### src/rtl/aluop_decode_pipe_if.sv
// ---------------------------------------------------------------------------
// aluop_decode_pipe_if
// Bundles the upstream (class flags + tag) and downstream (aluop + tag)
// valid/ready channels of the ALU-op decode pipe, plus flush and the
// illegal-decode counter.
//   master : the instruction-decode / execute side that drives the pipe
//   slave  : the decode pipe itself
// Signals:
//   valid_i/ready_o        upstream handshake
//   rtype_i..csr_i, tag_i  one-hot class flags and opaque tag
//   flush_i                synchronous pipeline flush
//   valid_o/ready_i        downstream handshake
//   aluop_o, illegal_o     decoded op code and not-one-hot flag
//   tag_o                  tag travelling with the output entry
//   illegal_cnt_o          saturating count of accepted illegal entries
// ---------------------------------------------------------------------------
interface aluop_decode_pipe_if #(
  parameter int ALUOP_W = 4,
  parameter int TAG_W   = 5,
  parameter int CNT_W   = 8
) ();
  logic               valid_i;
  logic               ready_o;
  logic               rtype_i;
  logic               itype_i;
  logic               store_i;
  logic               load_i;
  logic               branch_i;
  logic               jal_i;
  logic               jalr_i;
  logic               lui_i;
  logic               auipc_i;
  logic               csr_i;
  logic [TAG_W-1:0]   tag_i;
  logic               flush_i;
  logic               valid_o;
  logic               ready_i;
  logic [ALUOP_W-1:0] aluop_o;
  logic               illegal_o;
  logic [TAG_W-1:0]   tag_o;
  logic [CNT_W-1:0]   illegal_cnt_o;

  modport master (
    output valid_i, rtype_i, itype_i, store_i, load_i, branch_i, jal_i,
           jalr_i, lui_i, auipc_i, csr_i, tag_i, flush_i, ready_i,
    input  ready_o, valid_o, aluop_o, illegal_o, tag_o, illegal_cnt_o
  );

  modport slave (
    input  valid_i, rtype_i, itype_i, store_i, load_i, branch_i, jal_i,
           jalr_i, lui_i, auipc_i, csr_i, tag_i, flush_i, ready_i,
    output ready_o, valid_o, aluop_o, illegal_o, tag_o, illegal_cnt_o
  );
endinterface

### src/rtl/aluop_decode_pipe.sv
// ---------------------------------------------------------------------------
// aluop_decode_pipe
// Elastic, STAGES-deep pipelined ALU-op decoder. The one-hot class vector is
// encoded combinationally at the input and carried with its tag through a
// chain of valid-qualified register stages. Each stage refills whenever it is
// empty or handing its entry onward, so the pipe streams one entry per cycle
// and holds up to STAGES entries under backpressure.
// Ports:
//   clk_i  : clock, all state on rising edge
//   rst_ni : asynchronous active-low reset
//   bus    : aluop_decode_pipe_if.slave (handshakes, flags, tag, flush,
//            decoded outputs and illegal-decode counter)
// ---------------------------------------------------------------------------
module aluop_decode_pipe #(
  parameter int STAGES  = 2,
  parameter int ALUOP_W = 4,
  parameter int TAG_W   = 5,
  parameter int CNT_W   = 8
) (
  input  logic                  clk_i,
  input  logic                  rst_ni,
  aluop_decode_pipe_if.slave    bus
);

  // Returns {illegal, code[3:0]}. Flag vector bit order is
  // {csr, auipc, lui, jalr, jal, branch, load, store, itype, rtype}; any
  // pattern that is not exactly one-hot decodes to illegal / 4'b1111.
  function automatic logic [4:0] encode_class(input logic [9:0] flags);
    logic [4:0] res;
    res = {1'b1, 4'b1111};
    case (flags)
      10'b00_0000_0001: res = {1'b0, 4'b0000}; // rtype
      10'b00_0000_0010: res = {1'b0, 4'b0001}; // itype
      10'b00_0000_0100: res = {1'b0, 4'b0101}; // store
      10'b00_0000_1000: res = {1'b0, 4'b0100}; // load
      10'b00_0001_0000: res = {1'b0, 4'b0010}; // branch
      10'b00_0010_0000: res = {1'b0, 4'b0011}; // jal
      10'b00_0100_0000: res = {1'b0, 4'b0011}; // jalr
      10'b00_1000_0000: res = {1'b0, 4'b0110}; // lui
      10'b01_0000_0000: res = {1'b0, 4'b0111}; // auipc
      10'b10_0000_0000: res = {1'b0, 4'b1000}; // csr
      default:          res = {1'b1, 4'b1111};
    endcase
    return res;
  endfunction

  logic               valid_r   [STAGES];
  logic [ALUOP_W-1:0] aluop_r   [STAGES];
  logic               illegal_r [STAGES];
  logic [TAG_W-1:0]   tag_r     [STAGES];
  logic [CNT_W-1:0]   illegal_cnt_r;

  logic               src_valid_s   [STAGES];
  logic [ALUOP_W-1:0] src_aluop_s   [STAGES];
  logic               src_illegal_s [STAGES];
  logic [TAG_W-1:0]   src_tag_s     [STAGES];

  logic [STAGES-1:0]  load_s;
  logic [9:0]         flags_s;
  logic [4:0]         enc_s;
  logic               ready_s;
  logic               in_fire_s;

  assign flags_s = {bus.csr_i, bus.auipc_i, bus.lui_i, bus.jalr_i, bus.jal_i,
                    bus.branch_i, bus.load_i, bus.store_i, bus.itype_i,
                    bus.rtype_i};
  assign enc_s   = encode_class(flags_s);

  // Stage-load enables: stage k can take a new entry unless it and every
  // stage after it are full while the consumer stalls.
  always_comb begin
    logic tail_full_s;
    load_s      = {STAGES{1'b0}};
    tail_full_s = 1'b1;
    for (int k = STAGES - 1; k >= 0; k--) begin
      tail_full_s = tail_full_s & valid_r[k];
      load_s[k]   = bus.ready_i | ~tail_full_s;
    end
  end

  // Input acceptance; flush blocks any transfer in its cycle.
  always_comb begin
    ready_s   = ~bus.flush_i & load_s[0];
    in_fire_s = bus.valid_i & ready_s;
  end

  // Source of each stage: the encoder for stage 0, the previous stage otherwise.
  always_comb begin
    src_valid_s[0]   = in_fire_s;
    src_aluop_s[0]   = ALUOP_W'(enc_s[3:0]);
    src_illegal_s[0] = enc_s[4];
    src_tag_s[0]     = bus.tag_i;
    for (int k = 1; k < STAGES; k++) begin
      src_valid_s[k]   = valid_r[k-1];
      src_aluop_s[k]   = aluop_r[k-1];
      src_illegal_s[k] = illegal_r[k-1];
      src_tag_s[k]     = tag_r[k-1];
    end
  end

  // Pipeline stage registers. Data only loads alongside a valid entry so a
  // bubble never disturbs what is already sitting in a stage.
  always_ff @(posedge clk_i or negedge rst_ni) begin
    if (!rst_ni) begin
      for (int k = 0; k < STAGES; k++) begin
        valid_r[k]   <= 1'b0;
        aluop_r[k]   <= {ALUOP_W{1'b0}};
        illegal_r[k] <= 1'b0;
        tag_r[k]     <= {TAG_W{1'b0}};
      end
    end else if (bus.flush_i) begin
      for (int k = 0; k < STAGES; k++) begin
        valid_r[k] <= 1'b0;
      end
    end else begin
      for (int k = 0; k < STAGES; k++) begin
        if (load_s[k]) begin
          valid_r[k] <= src_valid_s[k];
          if (src_valid_s[k]) begin
            aluop_r[k]   <= src_aluop_s[k];
            illegal_r[k] <= src_illegal_s[k];
            tag_r[k]     <= src_tag_s[k];
          end
        end
      end
    end
  end

  // Saturating illegal-decode counter; counts at acceptance, so later
  // flushes never take a count back.
  always_ff @(posedge clk_i or negedge rst_ni) begin
    if (!rst_ni) begin
      illegal_cnt_r <= {CNT_W{1'b0}};
    end else if (in_fire_s && enc_s[4] && (illegal_cnt_r != {CNT_W{1'b1}})) begin
      illegal_cnt_r <= illegal_cnt_r + CNT_W'(1'b1);
    end else begin
      illegal_cnt_r <= illegal_cnt_r;
    end
  end

  assign bus.ready_o       = ready_s;
  assign bus.valid_o       = valid_r[STAGES-1];
  assign bus.aluop_o       = aluop_r[STAGES-1];
  assign bus.illegal_o     = illegal_r[STAGES-1];
  assign bus.tag_o         = tag_r[STAGES-1];
  assign bus.illegal_cnt_o = illegal_cnt_r;

endmodule

### src/flat_wrapper.sv
// flat-port wrapper written by rule: the top's interface ports become plain ports
module aluop_decode_pipe_flat 
#(
  parameter int STAGES  = 2,
  parameter int ALUOP_W = 4,
  parameter int TAG_W   = 5,
  parameter int CNT_W   = 8
)
  (clk_i, rst_ni, bus_valid_i, bus_rtype_i, bus_itype_i, bus_store_i, bus_load_i, bus_branch_i, bus_jal_i, bus_jalr_i, bus_lui_i, bus_auipc_i, bus_csr_i, bus_tag_i, bus_flush_i, bus_ready_i, bus_ready_o, bus_valid_o, bus_aluop_o, bus_illegal_o, bus_tag_o, bus_illegal_cnt_o);
  aluop_decode_pipe_if #(.ALUOP_W(ALUOP_W), .TAG_W(TAG_W), .CNT_W(CNT_W)) bus_i ();
  input  logic clk_i;
  input  logic rst_ni;
  input wire logic [$bits(bus_i.valid_i)-1:0] bus_valid_i;
  input wire logic [$bits(bus_i.rtype_i)-1:0] bus_rtype_i;
  input wire logic [$bits(bus_i.itype_i)-1:0] bus_itype_i;
  input wire logic [$bits(bus_i.store_i)-1:0] bus_store_i;
  input wire logic [$bits(bus_i.load_i)-1:0] bus_load_i;
  input wire logic [$bits(bus_i.branch_i)-1:0] bus_branch_i;
  input wire logic [$bits(bus_i.jal_i)-1:0] bus_jal_i;
  input wire logic [$bits(bus_i.jalr_i)-1:0] bus_jalr_i;
  input wire logic [$bits(bus_i.lui_i)-1:0] bus_lui_i;
  input wire logic [$bits(bus_i.auipc_i)-1:0] bus_auipc_i;
  input wire logic [$bits(bus_i.csr_i)-1:0] bus_csr_i;
  input wire logic [$bits(bus_i.tag_i)-1:0] bus_tag_i;
  input wire logic [$bits(bus_i.flush_i)-1:0] bus_flush_i;
  input wire logic [$bits(bus_i.ready_i)-1:0] bus_ready_i;
  output wire logic [$bits(bus_i.ready_o)-1:0] bus_ready_o;
  output wire logic [$bits(bus_i.valid_o)-1:0] bus_valid_o;
  output wire logic [$bits(bus_i.aluop_o)-1:0] bus_aluop_o;
  output wire logic [$bits(bus_i.illegal_o)-1:0] bus_illegal_o;
  output wire logic [$bits(bus_i.tag_o)-1:0] bus_tag_o;
  output wire logic [$bits(bus_i.illegal_cnt_o)-1:0] bus_illegal_cnt_o;
  assign bus_i.valid_i = bus_valid_i;
  assign bus_i.rtype_i = bus_rtype_i;
  assign bus_i.itype_i = bus_itype_i;
  assign bus_i.store_i = bus_store_i;
  assign bus_i.load_i = bus_load_i;
  assign bus_i.branch_i = bus_branch_i;
  assign bus_i.jal_i = bus_jal_i;
  assign bus_i.jalr_i = bus_jalr_i;
  assign bus_i.lui_i = bus_lui_i;
  assign bus_i.auipc_i = bus_auipc_i;
  assign bus_i.csr_i = bus_csr_i;
  assign bus_i.tag_i = bus_tag_i;
  assign bus_i.flush_i = bus_flush_i;
  assign bus_i.ready_i = bus_ready_i;
  assign bus_ready_o = bus_i.ready_o;
  assign bus_valid_o = bus_i.valid_o;
  assign bus_aluop_o = bus_i.aluop_o;
  assign bus_illegal_o = bus_i.illegal_o;
  assign bus_tag_o = bus_i.tag_o;
  assign bus_illegal_cnt_o = bus_i.illegal_cnt_o;
  aluop_decode_pipe #(.STAGES(STAGES), .ALUOP_W(ALUOP_W), .TAG_W(TAG_W), .CNT_W(CNT_W)) u_core (.clk_i(clk_i), .rst_ni(rst_ni), .bus(bus_i));
endmodule
### config.mk
export PLATFORM = sky130hd
export DESIGN_NAME = aluop_decode_pipe_flat
export DESIGN_NICKNAME = d
export VERILOG_FILES = /design/src/rtl/aluop_decode_pipe_if.sv /design/src/rtl/aluop_decode_pipe.sv /design/src/flat_wrapper.sv
export SDC_FILE = /design/constraint.sdc
export NUM_CORES = 1
export LEC_CHECK = 0
export CAP_MARGIN = 5
export CORE_MARGIN = 2
export CORE_UTILIZATION = 40
export CTS_CLUSTER_SIZE = 14
export DETAILED_ROUTE_END_ITERATION = 10
export PLACE_DENSITY_LB_ADDON = 0.2
export RECOVER_POWER = 100
export SETUP_SLACK_MARGIN = 0.3
export SYNTH_ARGS = -nofsm -noshare
export SYNTH_HDL_FRONTEND = slang
export SYNTH_SLANG_ARGS = --single-unit
### constraint.sdc
create_clock -name clk_i -period 3.1 [get_ports clk_i]
set_input_delay 0.31 -clock clk_i [delete_from_list [all_inputs] [get_ports clk_i]]
set_output_delay 0.31 -clock clk_i [all_outputs]
set_load 0.02 [all_outputs]
* After elaboration in Yosys (flattened, before gate mapping)
Cells that the tools add are included.
** Word-level totals
- Register bits :: 30
- Output and inout bits :: 20
- Logic and storage cells :: 40
** Operators by class
- Muxes and demuxes :: 4
- $add $sub $neg :: 1
- Equality and inequality tests :: 11
- Reductions and logical operators :: 7
- Bitwise gates (word level) :: 8
** Operators by type and width (number)
- $pmux W5 S9 :: 1
- $eq A10 B1 Y1 const B :: 1
- $eq A10 B10 Y1 const B :: 1
- $eq A10 B2 Y1 const B :: 1
- $eq A10 B3 Y1 const B :: 1
- $eq A10 B4 Y1 const B :: 1
- $eq A10 B5 Y1 const B :: 1
- $eq A10 B6 Y1 const B :: 1
- $eq A10 B7 Y1 const B :: 1
- $eq A10 B8 Y1 const B :: 1
- $eq A10 B9 Y1 const B :: 1
- $add A8 B1 Y8 const B :: 1
- $ne A8 B8 Y1 const B :: 1
- $reduce_and A3 Y1 :: 2
- $reduce_bool A2 Y1 :: 2
- $and A1 B1 Y1 :: 3
- $not A1 Y1 :: 3
- $logic_and A1 B1 Y1 :: 2
- $mux W1 :: 2
- $mux W2 :: 1
- $or A1 B1 Y1 :: 2
- $reduce_or A2 Y1 :: 1

* Longest topological paths before layout
Gate-level depths: netlist (run 1).
- Depth after elaboration :: 7
- Depth in mapped cells :: 7
- Gate-level depth less buffers :: 7

* Worst setup path after synthesis (run 1)
OpenSTA, ideal clock, no wires.
- Path type :: flip-flop to flip-flop
- Start :: reg u_core.valid_r (netlist bit u_core.bus.valid_o)
- End :: reg u_core.illegal_cnt_r[1], in the netlist u_core.bus.illegal_cnt_o[1]
- Arrival time :: 1.853 ns
- Path slack :: 1.122 ns
- Clock period less this slack :: 1.978 ns
- Stages on the path, launching flop included :: 6
- Setup time :: 0.125 ns
- Buffers on the path :: 0
- Path through :: dfrtp_1 and3b_1 nor3b_2 nand2_1 nor4_4 mux2_4
** Between the ends
- Cells in the longest elaborated chain, start to end :: 7
** RTL lines
- start: declaration :: RTL line aluop_decode_pipe.sv:47 : logic valid_r [STAGES];
- start signal: indexed assignment :: RTL line aluop_decode_pipe.sv:118 : valid_r[k] <= src_valid_s[k];
- $and A1 B1 Y1 :: RTL line aluop_decode_pipe.sv:76 : tail_full_s = tail_full_s & valid_r[k];
- $not A1 Y1 :: RTL line aluop_decode_pipe.sv:77 : load_s[k] = bus.ready_i | ~tail_full_s;
- $or A1 B1 Y1 :: RTL line aluop_decode_pipe.sv:77
- $and A1 B1 Y1 :: RTL line aluop_decode_pipe.sv:83 : ready_s = ~bus.flush_i & load_s[0];
- $and A1 B1 Y1 :: RTL line aluop_decode_pipe.sv:84 : in_fire_s = bus.valid_i & ready_s;
- $logic_and A1 B1 Y1 (2 in a row) :: RTL line aluop_decode_pipe.sv:134 : end else if (in_fire_s && enc_s[4] && (illegal_cnt_r != {CNT_W{1'b1}})) begin
- end signal: assignment :: RTL line aluop_decode_pipe.sv:133 : illegal_cnt_r <= {CNT_W{1'b0}};
- end signal: assignment :: RTL line aluop_decode_pipe.sv:135 : illegal_cnt_r <= illegal_cnt_r + CNT_W'(1'b1);
- end signal: assignment :: RTL line aluop_decode_pipe.sv:137 : illegal_cnt_r <= illegal_cnt_r;
- end: declaration :: RTL line aluop_decode_pipe.sv:51 : logic [CNT_W-1:0] illegal_cnt_r;
Every way passes these cells.
A chain may end at the register's enable or synchronous reset.

* Final worst setup path (run 1)
- Start :: in bus_auipc_i
- End :: reg u_core.illegal_cnt_r[1], in the netlist u_core.bus.illegal_cnt_o[1]
** Between the ends
- Cells in the longest elaborated chain, start to end :: 5
- Elaborated cells between the ends (all ways) :: 14
- Classes of those cells :: eq/ne (10); mux (1); reduce/logical (3)
** RTL lines
- start: declaration :: RTL line flat_wrapper.sv:22 : input wire logic [$bits(bus_i.auipc_i)-1:0] bus_auipc_i;
- $eq A10 B6 Y1 or $eq A10 B7 Y1 (tied branches) :: RTL line aluop_decode_pipe.sv:31 : case (flags)
- $reduce_or A2 Y1 (no line)
- $pmux W5 S9 (*) :: RTL line aluop_decode_pipe.sv:31
- $logic_and A1 B1 Y1 (*) (2 in a row) :: RTL line aluop_decode_pipe.sv:134
Every way passes the cells marked *; elsewhere a longest branch is shown, timed or not.

==> impl_table.tex, run 1 <==
\begin{tabular}{lr}
\hline
Metric & Value \\
\hline
\multicolumn{2}{l}{\textbf{Setup path}} \\
\quad Data required time of the critical path & 3270 ps \\
\quad Setup crit end kind & register \\
\quad Type of the worst setup path & in2reg \\
\quad Critical path cell sequence & dlygate4sd3\_1 -> nor4\_1 -> o211ai\_1 -> a2111oi\_4 -> nor4\_4 -> mux2\_1 \\
\quad Master of the slowest instance on the critical path & sky130\_fd\_sc\_hd\_\_dlygate4sd3\_1 \\
\quad Max stage delay on crit path & 650 ps \\
\quad Critical path buffers and inverters & 1 \\
\quad Slack of the worst reg-to-reg path & 1170 ps \\
\quad Kind of start point of the critical path & input port \\
\quad Family with the most delay on the worst path & compound AO/OA/AOI/OAI gates \\
\quad Worst Path Max Fanout & 9 \\
\quad Data arrival time of the critical path & 2470 ps \\
\multicolumn{2}{l}{\textbf{Worst hold path}} \\
\quad Type of the worst min-delay path & reg2reg \\
\multicolumn{2}{l}{\textbf{Route}} \\
\quad Residual DRC & 0 \\
\quad Violation count after the first detailed-route iteration & 36 \\
\quad Per-cell routed wire length & 12.7 um \\
\quad Antenna viol nets, final & 0 \\
\quad Via density per instance & 5.06 \\
\quad First-pass detailed-route iteration total & 4 \\
\quad Vias post-DR & 1,143 \\
\quad Total routed wirelength & 2880 um \\
\multicolumn{2}{l}{\textbf{Final layout}} \\
\quad Synthesis-to-finish area growth & 34.6\% \\
\quad Utilization after layout & 0.551 \\
\quad Layout Cells excl Fill & 226 \\
\quad Final Net Count & 198 \\
\quad Share of layout cells above drive strength 1 & 0.124 \\
\quad Ant diodes & 0 \\
\multicolumn{2}{l}{\textbf{Die}} \\
\quad Die width & 64.7 um \\
\quad Die H & about 65 um \\
\quad Row count & 22 \\
\quad Starting utilization of the core area & 0.409 \\
\quad Floorplan die area & 4190 um\^{}2 \\
\quad Number of ports placed on the die boundary & 40 \\
\quad Area inside the core boundary & about 3600 um\^{}2 \\
\multicolumn{2}{l}{\textbf{Clocking}} \\
\quad Clock slew seen by the registers of the worst setup and hold paths & 70 ps \\
\quad Maximum clock insertion buffer count & 2 \\
\quad H-tree levels & 2 \\
\quad Number of buffers inserted during clock tree synthesis & 5 \\
\quad Post-cts gate resize count & 0 \\
\quad CTS tree & built \\
\quad CTS hold repair buffers & 0 \\
\quad Number of buffers added for setup after CTS & 0 \\
\quad Clock latency on the worst-skew pair & 280 ps \\
\quad Root cell of the clock tree & sky130\_fd\_sc\_hd\_\_clkbuf\_8 \\
\quad Clk sink count & 30 \\
\multicolumn{2}{l}{\textbf{Placement}} \\
\quad Buffers on Ports & 39 \\
\quad Placed instance count & 218 \\
\quad Final Wtd Congestion & 0.780 \\
\quad Pre-CTS setup slack & roughly 570 ps \\
\quad Post-detail-place hpwl & 2210 um \\
\multicolumn{2}{l}{\textbf{Power and ir drop}} \\
\quad Static Leak & 0.817 nW \\
\quad Worst ir drop on vdd & 0.167 mV \\
\quad Power per standard cell area & 620 nW/um\^{}2 \\
\multicolumn{2}{l}{\textbf{STA}} \\
\quad Worst slew margin & -0.0225 \\
\quad Skew final & 7.67 ps \\
\quad Total negative slack & 0 ps \\
\quad Hold Worst Slack & $\sim$470 ps \\
\quad Unrepaired setup endpoints after global routing & false \\
\quad Final setup vio count & 0 \\
\quad Maximum achievable frequency & 435 MHz \\
\quad Count of endpoints failing hold in the final timing report & 0 \\
\quad Min Tclk post-route & 2300 ps \\
\quad Worst path setup slack after routing & about 800 ps \\
\quad Worst Tran Pin Value & 1530 ps \\
\quad Pins over their slew limit & 31 \\
\quad Fin crit share & 0.742 \\
\multicolumn{2}{l}{\textbf{Logic synthesis}} \\
\quad Count of cell types in the netlist & 36 \\
\quad Post-synth design cell area & 1480 um\^{}2 \\
\quad Synthesis Warnings & 0 \\
\quad Area contributors post-synth & sky130\_fd\_sc\_hd\_\_dfrtp\_1, sky130\_fd\_sc\_hd\_\_mux2\_2, sky130\_fd\_sc\_hd\_\_nand2\_1, sky130\_fd\_sc\_hd\_\_xnor2\_1, sky130\_fd\_sc\_hd\_\_xor2\_1 \\
\quad Cell taking the most area after synthesis & sky130\_fd\_sc\_hd\_\_dfrtp\_1 \\
\quad Syn\_area\_per\_cell & 10.9 um\^{}2 \\
\quad Proportion of netlist area held by the largest area contributor & 0.509 \\
\quad Syn Inst Count & 135 \\
\quad Net count of the mapped netlist & 156 \\
\quad Register bit count reported by yosys & 30 \\
\quad Fraction of the yosys area taken by sequential cells & 0.509 \\
\multicolumn{2}{l}{\textbf{Global routing}} \\
\quad Wire length of the first global-routing pass & 5140 um \\
\quad Remaining global-route overflow & 0 \\
\quad Total routing resource utilization after global routing & 0.162 \\
\quad Number of global-route vias before repair & 1,162 \\
\quad Pin count of the biggest net entering global routing & 31 \\
\quad Antenna violations before repair & 0 \\
\multicolumn{2}{l}{\textbf{Outcome}} \\
\quad Result of the run & finished with violations \\
\quad Violations in the final reports & max-capacitance violations, max-slew violations \\
\multicolumn{2}{l}{\textbf{Flow run}} \\
\quad Number of maximum-capacitance constraint violations & 1 \\
\hline
\end{tabular}
-- per-layer routing --
metal | vias to the layer above | wire, um | global-route usage
li1 | 560 | - | -
met1 | 540 | 1220 | 0.184
met2 | 37 | 1430 | 0.277
met3 | 6 | 161 | 0.0521
met4 | 0 | 65 | 0.0745
met5 | - | 0 | 0
-- path summary, 6_finish.rpt --
kind,startpoint,end,cells after the start
hold reg to reg,u_core.illegal_r[1],u_core.illegal_r[1],2
setup / recovery,bus_auipc_i,u_core.bus.illegal_cnt_o[1],6
setup reg to reg,u_core.src_valid_s[0],u_core.bus.illegal_cnt_o[1],6
max in group asynchronous,rst_ni,u_core.aluop_r[7],2
min in group asynchronous,rst_ni,u_core.bus.illegal_o,2
hold / removal,u_core.illegal_r[1],u_core.illegal_r[1],2
-- cells by family after synthesis --
family | after synthesis | share of synthesized area
and+or+nand+nor | 60 | 0.225
AOI/OAI and AO/OA | 16 | 0.0831
xor gates and xnor gates | 10 | 0.0594
adders and majority gates | 1 | 0.00848
buffers and inverters | 7 | 0.0288
DFF | 30 | 0.509
muxes | 11 | 0.0865
-- Yosys cell counts --
master and n:
sky130_fd_sc_hd__ha_1 1, sky130_fd_sc_hd__nor3b_1 1, sky130_fd_sc_hd__clkbuf_1 1, sky130_fd_sc_hd__a31oi_1 2
sky130_fd_sc_hd__buf_4 4, sky130_fd_sc_hd__mux2_2 10, sky130_fd_sc_hd__nor4_1 3, sky130_fd_sc_hd__and2_1 1
sky130_fd_sc_hd__nor4_4 2, sky130_fd_sc_hd__buf_2 1, sky130_fd_sc_hd__xnor2_1 5, sky130_fd_sc_hd__nand4_1 3
sky130_fd_sc_hd__nor3_1 1, sky130_fd_sc_hd__o22a_1 1, sky130_fd_sc_hd__o21ai_1 1, sky130_fd_sc_hd__a41oi_1 1
sky130_fd_sc_hd__nor2b_1 2, sky130_fd_sc_hd__nand4bb_1 1, sky130_fd_sc_hd__nand2_1 29, sky130_fd_sc_hd__nand3b_1 1
sky130_fd_sc_hd__and3b_1 1, sky130_fd_sc_hd__o2111ai_1 1, sky130_fd_sc_hd__a2111oi_4 1, sky130_fd_sc_hd__or4_1 2
sky130_fd_sc_hd__nand3_1 1, sky130_fd_sc_hd__xor2_1 5, sky130_fd_sc_hd__o311ai_0 1, sky130_fd_sc_hd__mux2_4 1
sky130_fd_sc_hd__o211ai_1 1, sky130_fd_sc_hd__o21ai_0 7, sky130_fd_sc_hd__nor3b_2 1, sky130_fd_sc_hd__nand4b_1 1
sky130_fd_sc_hd__dfrtp_1 30, sky130_fd_sc_hd__and3_1 2, sky130_fd_sc_hd__buf_1 1, sky130_fd_sc_hd__nor2_1 8
-- layout by cell type, fill, tap and decap left out --
cell type	Yosys	final
sky130_fd_sc_hd__nor3b_1	1	1
sky130_fd_sc_hd__o21ai_1	1	1
sky130_fd_sc_hd__o2111ai_1	1	1
sky130_fd_sc_hd__nor4_1	3	3
sky130_fd_sc_hd__nand4_1	3	3
sky130_fd_sc_hd__mux2_2	10	10
sky130_fd_sc_hd__clkdlybuf4s50_1	0	16
sky130_fd_sc_hd__clkbuf_1	1	3
sky130_fd_sc_hd__nand4bb_1	1	1
sky130_fd_sc_hd__a2111oi_4	1	1
sky130_fd_sc_hd__and3_1	2	2
sky130_fd_sc_hd__and3b_1	1	1
sky130_fd_sc_hd__nand2_1	29	29
sky130_fd_sc_hd__clkbuf_8	0	6
sky130_fd_sc_hd__buf_4	4	1
sky130_fd_sc_hd__and2_1	1	1
sky130_fd_sc_hd__nand3b_1	1	1
sky130_fd_sc_hd__nand4b_1	1	1
sky130_fd_sc_hd__nor3_1	1	1
sky130_fd_sc_hd__nor2b_1	2	2
sky130_fd_sc_hd__dfrtp_1	30	30
sky130_fd_sc_hd__o211ai_1	1	1
sky130_fd_sc_hd__xor2_1	5	5
sky130_fd_sc_hd__xnor2_1	5	5
sky130_fd_sc_hd__nor4_4	2	2
sky130_fd_sc_hd__or4_1	2	2
sky130_fd_sc_hd__a31oi_1	2	2
sky130_fd_sc_hd__nand3_1	1	1
sky130_fd_sc_hd__mux2_1	0	1
sky130_fd_sc_hd__dlygate4sd3_1	0	23
sky130_fd_sc_hd__ha_1	1	1
sky130_fd_sc_hd__nor2_1	8	8
sky130_fd_sc_hd__a41oi_1	1	1
sky130_fd_sc_hd__nor3b_2	1	1
sky130_fd_sc_hd__o311ai_0	1	1
sky130_fd_sc_hd__o22a_1	1	1
sky130_fd_sc_hd__clkinv_2	0	1
sky130_fd_sc_hd__o21ai_0	7	7
-- final cells by class --
type                            count  area, um^2
Clock buffer                        7        86.3
Clock inverter                      1        5.00
Fill cell                         318        1620
Multi-Input combinational cell     98         678
Sequential cell                    30         751
Tap cell                           48        60.1
Timing Repair Buffer               42         405
-- power by group --
group | leakage [nW] | switching (mW) | internal, mW
sequential | 0.362 | 0.0679 | 0.476
combinational | 0.407 | 0.187 | 0.184
clock | 0.0482 | 0.139 | 0.179
-- through the flow --
step | instance area (um^2) | power (mW)
2_1_floorplan | 1480 | 0.766
3_3_place_gp | 1910 | 0.950
3_5_place_dp | 1910 | 0.966
4_1_cts | 2000 | 1.29
5_1_grt | 1990 | 1.31
6_report | 1990 | 1.23
-- flip-flops by register name, summed over array words and instances, names as in the netlist --
name,flops
u_core.src_tag_s,5
u_core.bus.valid_o,1
u_core.bus.aluop_o,4
u_core.src_valid_s,1
u_core.bus.illegal_o,1
u_core.bus.tag_o,5
u_core.aluop_r,4
u_core.bus.illegal_cnt_o,8
u_core.illegal_r,1
-- worst min-delay path: stages, from the launching register on --
cell	delay (ps)
sky130_fd_sc_hd__dfrtp_1	340
sky130_fd_sc_hd__nand2_1	50
sky130_fd_sc_hd__nand2_1	50
Power figures use the tool's default switching activity.
==> run 2, diff against run 1 <==
==> constraint.sdc (replaced) <==
create_clock -name clk_i -period 2.3 [get_ports clk_i]
set_input_delay 0.23 -clock clk_i [delete_from_list [all_inputs] [get_ports clk_i]]
set_output_delay 0.23 -clock clk_i [all_outputs]
set_load 0.02 [all_outputs]
==> run 2 against run 1 <==
  * Routed wire length grew 15%
  * Final area grew 4.7%
  * Sequential share of layout area fell by 1.7 points
  * Critical path depth unchanged
  * Combinational power grew 40%
  * The run still ends with max-capacitance violations, max-slew violations left
  * First-iteration DRC count grew 44%
  * Via count increased by 4.2%
  * Clock power increased by 23%
  * Core utilization is 2.6 points higher
  * Largest power group unchanged
  * Power increased by 34%
  * Sequential power is 36% higher
  * Sequential cell count did not move
  * Critical endpoint unchanged
==> impl_table.tex, run 2 (same netlist as run 1, synthesis figures left out) <==
\begin{tabular}{lr}
\hline
Metric & Value \\
\hline
\multicolumn{2}{l}{\textbf{Outcome}} \\
\quad Result of the run & finished with violations \\
\quad Violations in the final reports & max-capacitance violations, max-slew violations \\
\multicolumn{2}{l}{\textbf{Final layout}} \\
\quad Synthesis-to-finish area growth & 41.0\% \\
\quad Commonest non-fill, non-tap cell in the layout & sky130\_fd\_sc\_hd\_\_dfrtp\_1 \\
\quad Area of the multi-input gates & 697 um\^{}2 \\
\quad Most frequent cells in the layout & sky130\_fd\_sc\_hd\_\_dfrtp\_1, sky130\_fd\_sc\_hd\_\_nand2\_1, sky130\_fd\_sc\_hd\_\_dlygate4sd3\_1 \\
\quad Fill cell count & 350 \\
\quad Final Net Count & 209 \\
\quad Share of layout cells above drive strength 1 & 0.181 \\
\quad Sequential Area & 751 um\^{}2 \\
\quad Post-Layout Inst Area & around 2100 um\^{}2 \\
\quad Ant diodes & 0 \\
\quad Utilization after layout & 0.577 \\
\quad Flip-flop count of the largest register, all copies and words added & 8 \\
\multicolumn{2}{l}{\textbf{Global routing}} \\
\quad Pin count of the biggest net entering global routing & 31 \\
\quad Remaining global-route overflow & 0 \\
\quad Wire length of the first global-routing pass & roughly 5400 um \\
\quad Number of global-route vias before repair & 1,226 \\
\quad Antenna violations before repair & 0 \\
\quad Total routing resource utilization after global routing & 0.169 \\
\multicolumn{2}{l}{\textbf{Setup path}} \\
\quad Origin of the critical flop-to-flop path & u\_core.bus.illegal\_cnt\_o[0] \\
\quad Endpoint of the worst-slack reg-to-reg timing path & u\_core.bus.illegal\_cnt\_o[1] \\
\quad Max stage delay on crit path & 620 ps \\
\quad Slack of the worst reg-to-reg path & 370 ps \\
\quad Data arrival time of the critical path & roughly 2200 ps \\
\quad Setup crit end kind & register \\
\quad Worst Path Max Fanout & 7 \\
\quad Data required time of the critical path & around 2500 ps \\
\quad Count of cells along the worst register-to-register path & 7 \\
\quad Type of the worst setup path & in2reg \\
\quad Critical path cell sequence & dlygate4sd3\_1 -> or4\_1 -> o21ai\_2 -> nor4\_4 -> buf\_4 -> mux2\_1 \\
\quad Master of the slowest instance on the critical path & sky130\_fd\_sc\_hd\_\_or4\_1 \\
\quad Kind of start point of the critical path & input port \\
\multicolumn{2}{l}{\textbf{Route}} \\
\quad Violation count after the first detailed-route iteration & 52 \\
\quad Per-cell routed wire length & around 14 um \\
\quad Via density per instance & about 5 \\
\quad Antenna viol nets, final & 0 \\
\quad Residual DRC & 0 \\
\quad First-pass detailed-route iteration total & 4 \\
\quad Total routed wirelength & 3310 um \\
\quad Vias post-DR & 1,191 \\
\multicolumn{2}{l}{\textbf{Clocking}} \\
\quad Root cell of the clock tree & sky130\_fd\_sc\_hd\_\_clkbuf\_8 \\
\quad Clk sink count & 30 \\
\quad Clock slew seen by the registers of the worst setup and hold paths & around 60 ps \\
\quad CTS tree & built \\
\quad Maximum clock insertion buffer count & 2 \\
\quad H-tree levels & 2 \\
\quad Clock latency on the worst-skew pair & 280 ps \\
\quad Number of buffers inserted during clock tree synthesis & 5 \\
\multicolumn{2}{l}{\textbf{Die}} \\
\quad Row count & 22 \\
\quad Area inside the core boundary & 3610 um\^{}2 \\
\quad Die width & between 60 and 70 um \\
\quad Die H & between 60 and 70 um \\
\quad Floorplan die area & roughly 4200 um\^{}2 \\
\quad Starting utilization of the core area & 0.409 \\
\quad Number of ports placed on the die boundary & 40 \\
\multicolumn{2}{l}{\textbf{STA}} \\
\quad Worst Tran Pin Value & 1570 ps \\
\quad Min Tclk post-route & 2070 ps \\
\quad Maximum achievable frequency & 484 MHz \\
\quad Count of endpoints failing hold in the final timing report & 0 \\
\quad Pins over their slew limit & 31 \\
\quad Worst slew margin & -0.0468 \\
\quad Final setup vio count & 0 \\
\quad Unrepaired setup endpoints after global routing & false \\
\quad Fin crit share & 0.898 \\
\quad Skew final & between 3 and 4 ps \\
\multicolumn{2}{l}{\textbf{Placement}} \\
\quad Post-detail-place hpwl & approximately 2400 um \\
\quad Buffers on Ports & 39 \\
\quad Final Wtd Congestion & 0.865 \\
\quad Placed Area & about 2000 um\^{}2 \\
\multicolumn{2}{l}{\textbf{Power and ir drop}} \\
\quad Worst ir drop on vdd & 0.227 mV \\
\quad Power Total & 1.65 mW \\
\quad Power per standard cell area & 794 nW/um\^{}2 \\
\quad Static Leak & 0.920 nW \\
\multicolumn{2}{l}{\textbf{Worst hold path}} \\
\quad Type of the worst min-delay path & reg2reg \\
\quad Worst Hold Launch & u\_core.illegal\_r[1] \\
\quad Worst hold stages & 2 \\
\quad Destination of the worst hold path & u\_core.illegal\_r[1] \\
\multicolumn{2}{l}{\textbf{Flow run}} \\
\quad Number of maximum-capacitance constraint violations & 1 \\
\hline
\end{tabular}
[run 2: changes by cell type in the layout (fill, tap and decap cells not counted), sizes merged]
cell	previous run	this run
dlygate4sd3	23	22
clkdlybuf4s50	16	10
dlymetal6s2s	0	6
clkinv	1	2
clkbuf	9	10
buf	1	10
[run 2: area by class of cell]
type | instances | area share
clock buffer | 5 | 0.0331
clock inverter | 2 | 0.00481
multi-input combinational | 98 | 0.335
sequential | 30 | 0.361
tap | 48 | 0.0289
timing repair buffer | 53 | 0.237
[run 2: where the power goes]
part	switching, mW	internal [mW]
sequential	0.0966	0.641
combinational	0.264	0.256
clock	0.189	0.202
[run 2: worst max-delay path by stage]
| stage | from | to | slack [ps] |
|---|---|---|---|
| 2_1_floorplan | u_core.bus.valid_o | u_core.bus.illegal_cnt_o[1] | 320 |
| 3_3_place_gp | bus_load_i | u_core.bus.illegal_cnt_o[1] | -20 |
| 3_5_place_dp | bus_load_i | u_core.bus.illegal_cnt_o[1] | -90 |
| 4_1_cts | bus_auipc_i | u_core.aluop_r[7] | 260 |
| 5_1_grt | bus_branch_i | u_core.bus.illegal_cnt_o[1] | 180 |
| 6_report | bus_branch_i | u_core.bus.illegal_cnt_o[1] | 230 |
[run 2: worst max-delay path: cells and delay by family]
family / cells / cell delay (ps)
compound gates: 1 / 240
simple gates: 2 / 690
buf+inv: 2 / 770
mux: 1 / 300
[run 2: timing repair]
item	CTS	global route
hold buffers	0	0
setup buffers	0	4
gates resized for setup	1	9
pin swaps	4	4
endpoints found under the setup margin	8	12
cloned	0	0
[run 2: routing by layer]
layer / track usage / up-vias / routed length, um
met3: 0.0503 / 7 / 132
met2: 0.300 / 29 / 1750
li1: - / 579 / -
met5: 0 / - / 0
met4: 0.0771 / 0 / 62
met1: 0.182 / 576 / 1370
[run 2: through the flow]
step | cells | setup WS (ps) | hold WS, ps | TNS, ps
6_report | 236 | 235 | 479 | 0
5_1_grt | 236 | 178 | 497 | 0
2_1_floorplan | 135 | 322 | -65.6 | 0
4_1_cts | 232 | 264 | 352 | 0
3_3_place_gp | 225 | -20.5 | 452 | -20.8
3_5_place_dp | 225 | -87.8 | 469 | -418
==> run 3, diff against run 2 <==
--- a/config.mk
+++ b/config.mk
@@ -7,7 +7,7 @@
 export LEC_CHECK = 0
 export CAP_MARGIN = 5
 export CORE_MARGIN = 2
-export CORE_UTILIZATION = 40
+export CORE_UTILIZATION = 41
 export CTS_CLUSTER_SIZE = 14
 export DETAILED_ROUTE_END_ITERATION = 10
 export PLACE_DENSITY_LB_ADDON = 0.2
==> run 3 against run 2 <==
  * The run still ends with max-capacitance violations, max-slew violations left
  * Via count is 0.92% higher
  * Sequential cell count stayed put
  * Routed wire length is 2.9% lower
  * Sequential power is 1% lower
  * Largest cell class unchanged
==> impl_table.tex, run 3 (same netlist as run 1, synthesis figures left out) <==
\begin{tabular}{lr}
\hline
Metric & Value \\
\hline
\multicolumn{2}{l}{\textbf{Setup path}} \\
\quad Family with the most delay on the worst path & buffers and inverters \\
\quad Count of cells along the worst register-to-register path & 6 \\
\quad Type of the worst setup path & in2reg \\
\quad Kind of start point of the critical path & input port \\
\quad Total number of cells along the worst setup path & 6 \\
\quad Data arrival time of the critical path & approximately 2400 ps \\
\quad Master of the slowest instance on the critical path & sky130\_fd\_sc\_hd\_\_or4\_1 \\
\quad Critical path cell sequence & clkdlybuf4s50\_1 -> or4\_1 -> o21ai\_0 -> nor4\_4 -> buf\_4 -> mux2\_1 \\
\quad Worst Path Max Fanout & 7 \\
\quad Max stage delay on crit path & 620 ps \\
\quad Setup crit end kind & register \\
\quad Data required time of the critical path & 2520 ps \\
\quad Critical path buffers and inverters & 2 \\
\multicolumn{2}{l}{\textbf{Placement}} \\
\quad Placed instance count & 223 \\
\quad Final Wtd Congestion & between 0.7 and 0.8 \\
\quad Pre-CTS setup slack & -108 ps \\
\quad Buffers on Ports & 39 \\
\quad Post-detail-place hpwl & approximately 2300 um \\
\multicolumn{2}{l}{\textbf{Final layout}} \\
\quad Share of layout cells above drive strength 1 & 0.189 \\
\quad Utilization after layout & 0.612 \\
\quad Sequential Area & approximately 750 um\^{}2 \\
\quad Commonest non-fill, non-tap cell in the layout & sky130\_fd\_sc\_hd\_\_dfrtp\_1 \\
\quad Flip-flop count of the largest register, all copies and words added & 8 \\
\quad Ant diodes & 0 \\
\quad Final Net Count & between 200 and 250 \\
\quad Synthesis-to-finish area growth & 40.5\% \\
\quad Layout Cells excl Fill & about 240 \\
\quad Most frequent cells in the layout & sky130\_fd\_sc\_hd\_\_dfrtp\_1, sky130\_fd\_sc\_hd\_\_nand2\_1, sky130\_fd\_sc\_hd\_\_dlygate4sd3\_1 \\
\quad Fill cell count & approximately 300 \\
\quad Area of the multi-input gates & just under 700 um\^{}2 \\
\multicolumn{2}{l}{\textbf{Global routing}} \\
\quad Number of global-route vias before repair & 1,147 \\
\quad Antenna violations before repair & 0 \\
\quad Total routing resource utilization after global routing & 0.167 \\
\quad Wire length of the first global-routing pass & 5110 um \\
\quad Remaining global-route overflow & 0 \\
\quad Pin count of the biggest net entering global routing & 31 \\
\multicolumn{2}{l}{\textbf{Clocking}} \\
\quad CTS tree & built \\
\quad Number of buffers inserted during clock tree synthesis & 5 \\
\quad Root cell of the clock tree & sky130\_fd\_sc\_hd\_\_clkbuf\_4 \\
\quad Clock slew seen by the registers of the worst setup and hold paths & 100 ps \\
\quad CTS hold repair buffers & 0 \\
\quad Clock latency on the worst-skew pair & between 300 and 400 ps \\
\quad Clk sink count & 30 \\
\quad H-tree levels & 2 \\
\quad Maximum clock insertion buffer count & 2 \\
\multicolumn{2}{l}{\textbf{Power and ir drop}} \\
\quad Power dissipated by switching net loads & 0.550 mW \\
\quad Part of the total power dissipated in sequential elements & 0.449 \\
\quad Power Total & 1.62 mW \\
\quad Part of the power in combinational logic & 0.346 \\
\quad Power per standard cell area & 784 nW/um\^{}2 \\
\quad Fraction of power spent switching nets & 0.338 \\
\quad Part of the total power dissipated in the clock network & 0.205 \\
\quad Internal Power & around 1.1 mW \\
\quad Worst ir drop on vdd & between 0.4 and 0.5 mV \\
\quad Static Leak & 0.909 nW \\
\multicolumn{2}{l}{\textbf{Route}} \\
\quad Via density per instance & 5.09 \\
\quad Antenna viol nets, final & 0 \\
\quad Total routed wirelength & between 3000 and 4000 um \\
\quad Per-cell routed wire length & around 14 um \\
\quad Violation count after the first detailed-route iteration & 41 \\
\quad First-pass detailed-route iteration total & 4 \\
\quad Residual DRC & 0 \\
\quad Vias post-DR & $\sim$1,200 \\
\multicolumn{2}{l}{\textbf{STA}} \\
\quad Unrepaired setup endpoints after global routing & false \\
\quad Min Tclk post-route & approximately 2100 ps \\
\quad Worst slew margin & -0.0386 \\
\quad Maximum achievable frequency & $\sim$470 MHz \\
\quad Worst Tran Pin Value & 1560 ps \\
\quad Pins over their slew limit & 31 \\
\quad Worst path setup slack after routing & 170 ps \\
\quad Count of endpoints failing hold in the final timing report & 0 \\
\quad Hold Worst Slack & 417 ps \\
\quad Fin crit share & 0.926 \\
\quad Skew final & 4.95 ps \\
\quad Final setup vio count & 0 \\
\multicolumn{2}{l}{\textbf{Worst hold path}} \\
\quad Worst hold stages & 3 \\
\quad Type of the worst min-delay path & in2reg \\
\multicolumn{2}{l}{\textbf{Outcome}} \\
\quad Result of the run & finished with violations \\
\quad Violations in the final reports & max-capacitance violations, max-slew violations \\
\multicolumn{2}{l}{\textbf{Die}} \\
\quad Area inside the core boundary & roughly 3400 um\^{}2 \\
\quad Floorplan die area & around 4100 um\^{}2 \\
\quad Die width & 64.0 um \\
\quad Starting utilization of the core area & 0.435 \\
\quad Row count & 21 \\
\quad Number of ports placed on the die boundary & 40 \\
\quad Die H & between 60 and 70 um \\
\multicolumn{2}{l}{\textbf{Flow run}} \\
\quad Number of maximum-capacitance constraint violations & 1 \\
\hline
\end{tabular}
==> run 3: worst paths after layout <==
kind                                             from                           to  slack [ps]
worst max-delay path                     bus_branch_i  u_core.bus.illegal_cnt_o[1]         170
worst min-delay path                     bus_tag_i[0]          u_core.src_tag_s[0]         420
worst max register to register  u_core.src_valid_s[0]  u_core.bus.illegal_cnt_o[1]         410
worst min register to register    u_core.src_tag_s[3]          u_core.src_tag_s[3]         480
max in group asynchronous                      rst_ni          u_core.src_tag_s[3]         590
min in group asynchronous                      rst_ni            u_core.aluop_r[4]         810
==> run 3: timing repair <==
item | 4_1_cts | 5_1_grt
setup endpoints to repair | 4 | 10
gates resized for setup | 1 | 8
hold endpoints to repair | 0 | 0
pin swaps | 1 | 4
setup buffers | 1 | 4
==> run 3: metrics by stage <==
step	setup TNS, ps	instance area [um^2]
3_3_place_gp	0	1960
3_5_place_dp	-431	1960
6_report	0	2070
5_1_grt	0	2070
2_1_floorplan	0	1480
4_1_cts	0	2030
==> run 3: power by group through the flow <==
stage	Combinational (mW)	Clock [mW]	Sequential, mW
after floorplan	0.207	0	0.825
after global placement	0.553	0	0.739
after detailed placement	0.564	0	0.745
after CTS	0.567	0.345	0.737
after global routing	0.609	0.381	0.748
final	0.563	0.333	0.729
==> run 3: tightest hold or removal path: stages <==
cell	delay, ps
sky130_fd_sc_hd__clkdlybuf4s50_1	400
sky130_fd_sc_hd__nand2_1	50
sky130_fd_sc_hd__nand2_1	40
==> run 3: cell type report <==
type,instances,share of cell area
well taps,46,0.0278
clock inverters,2,0.00603
repair buffers,54,0.245
flip-flops and latches,30,0.362
multi-input cells,98,0.334
clock buffers,6,0.0247
==> run 3: per-layer routing <==
layer,track usage,vias to the layer above,wire (um)
li1,-,586,-
met5,0,-,0
met3,0.0563,8,174
met4,0.0897,0,82
met1,0.189,569,1370
met2,0.275,39,1590
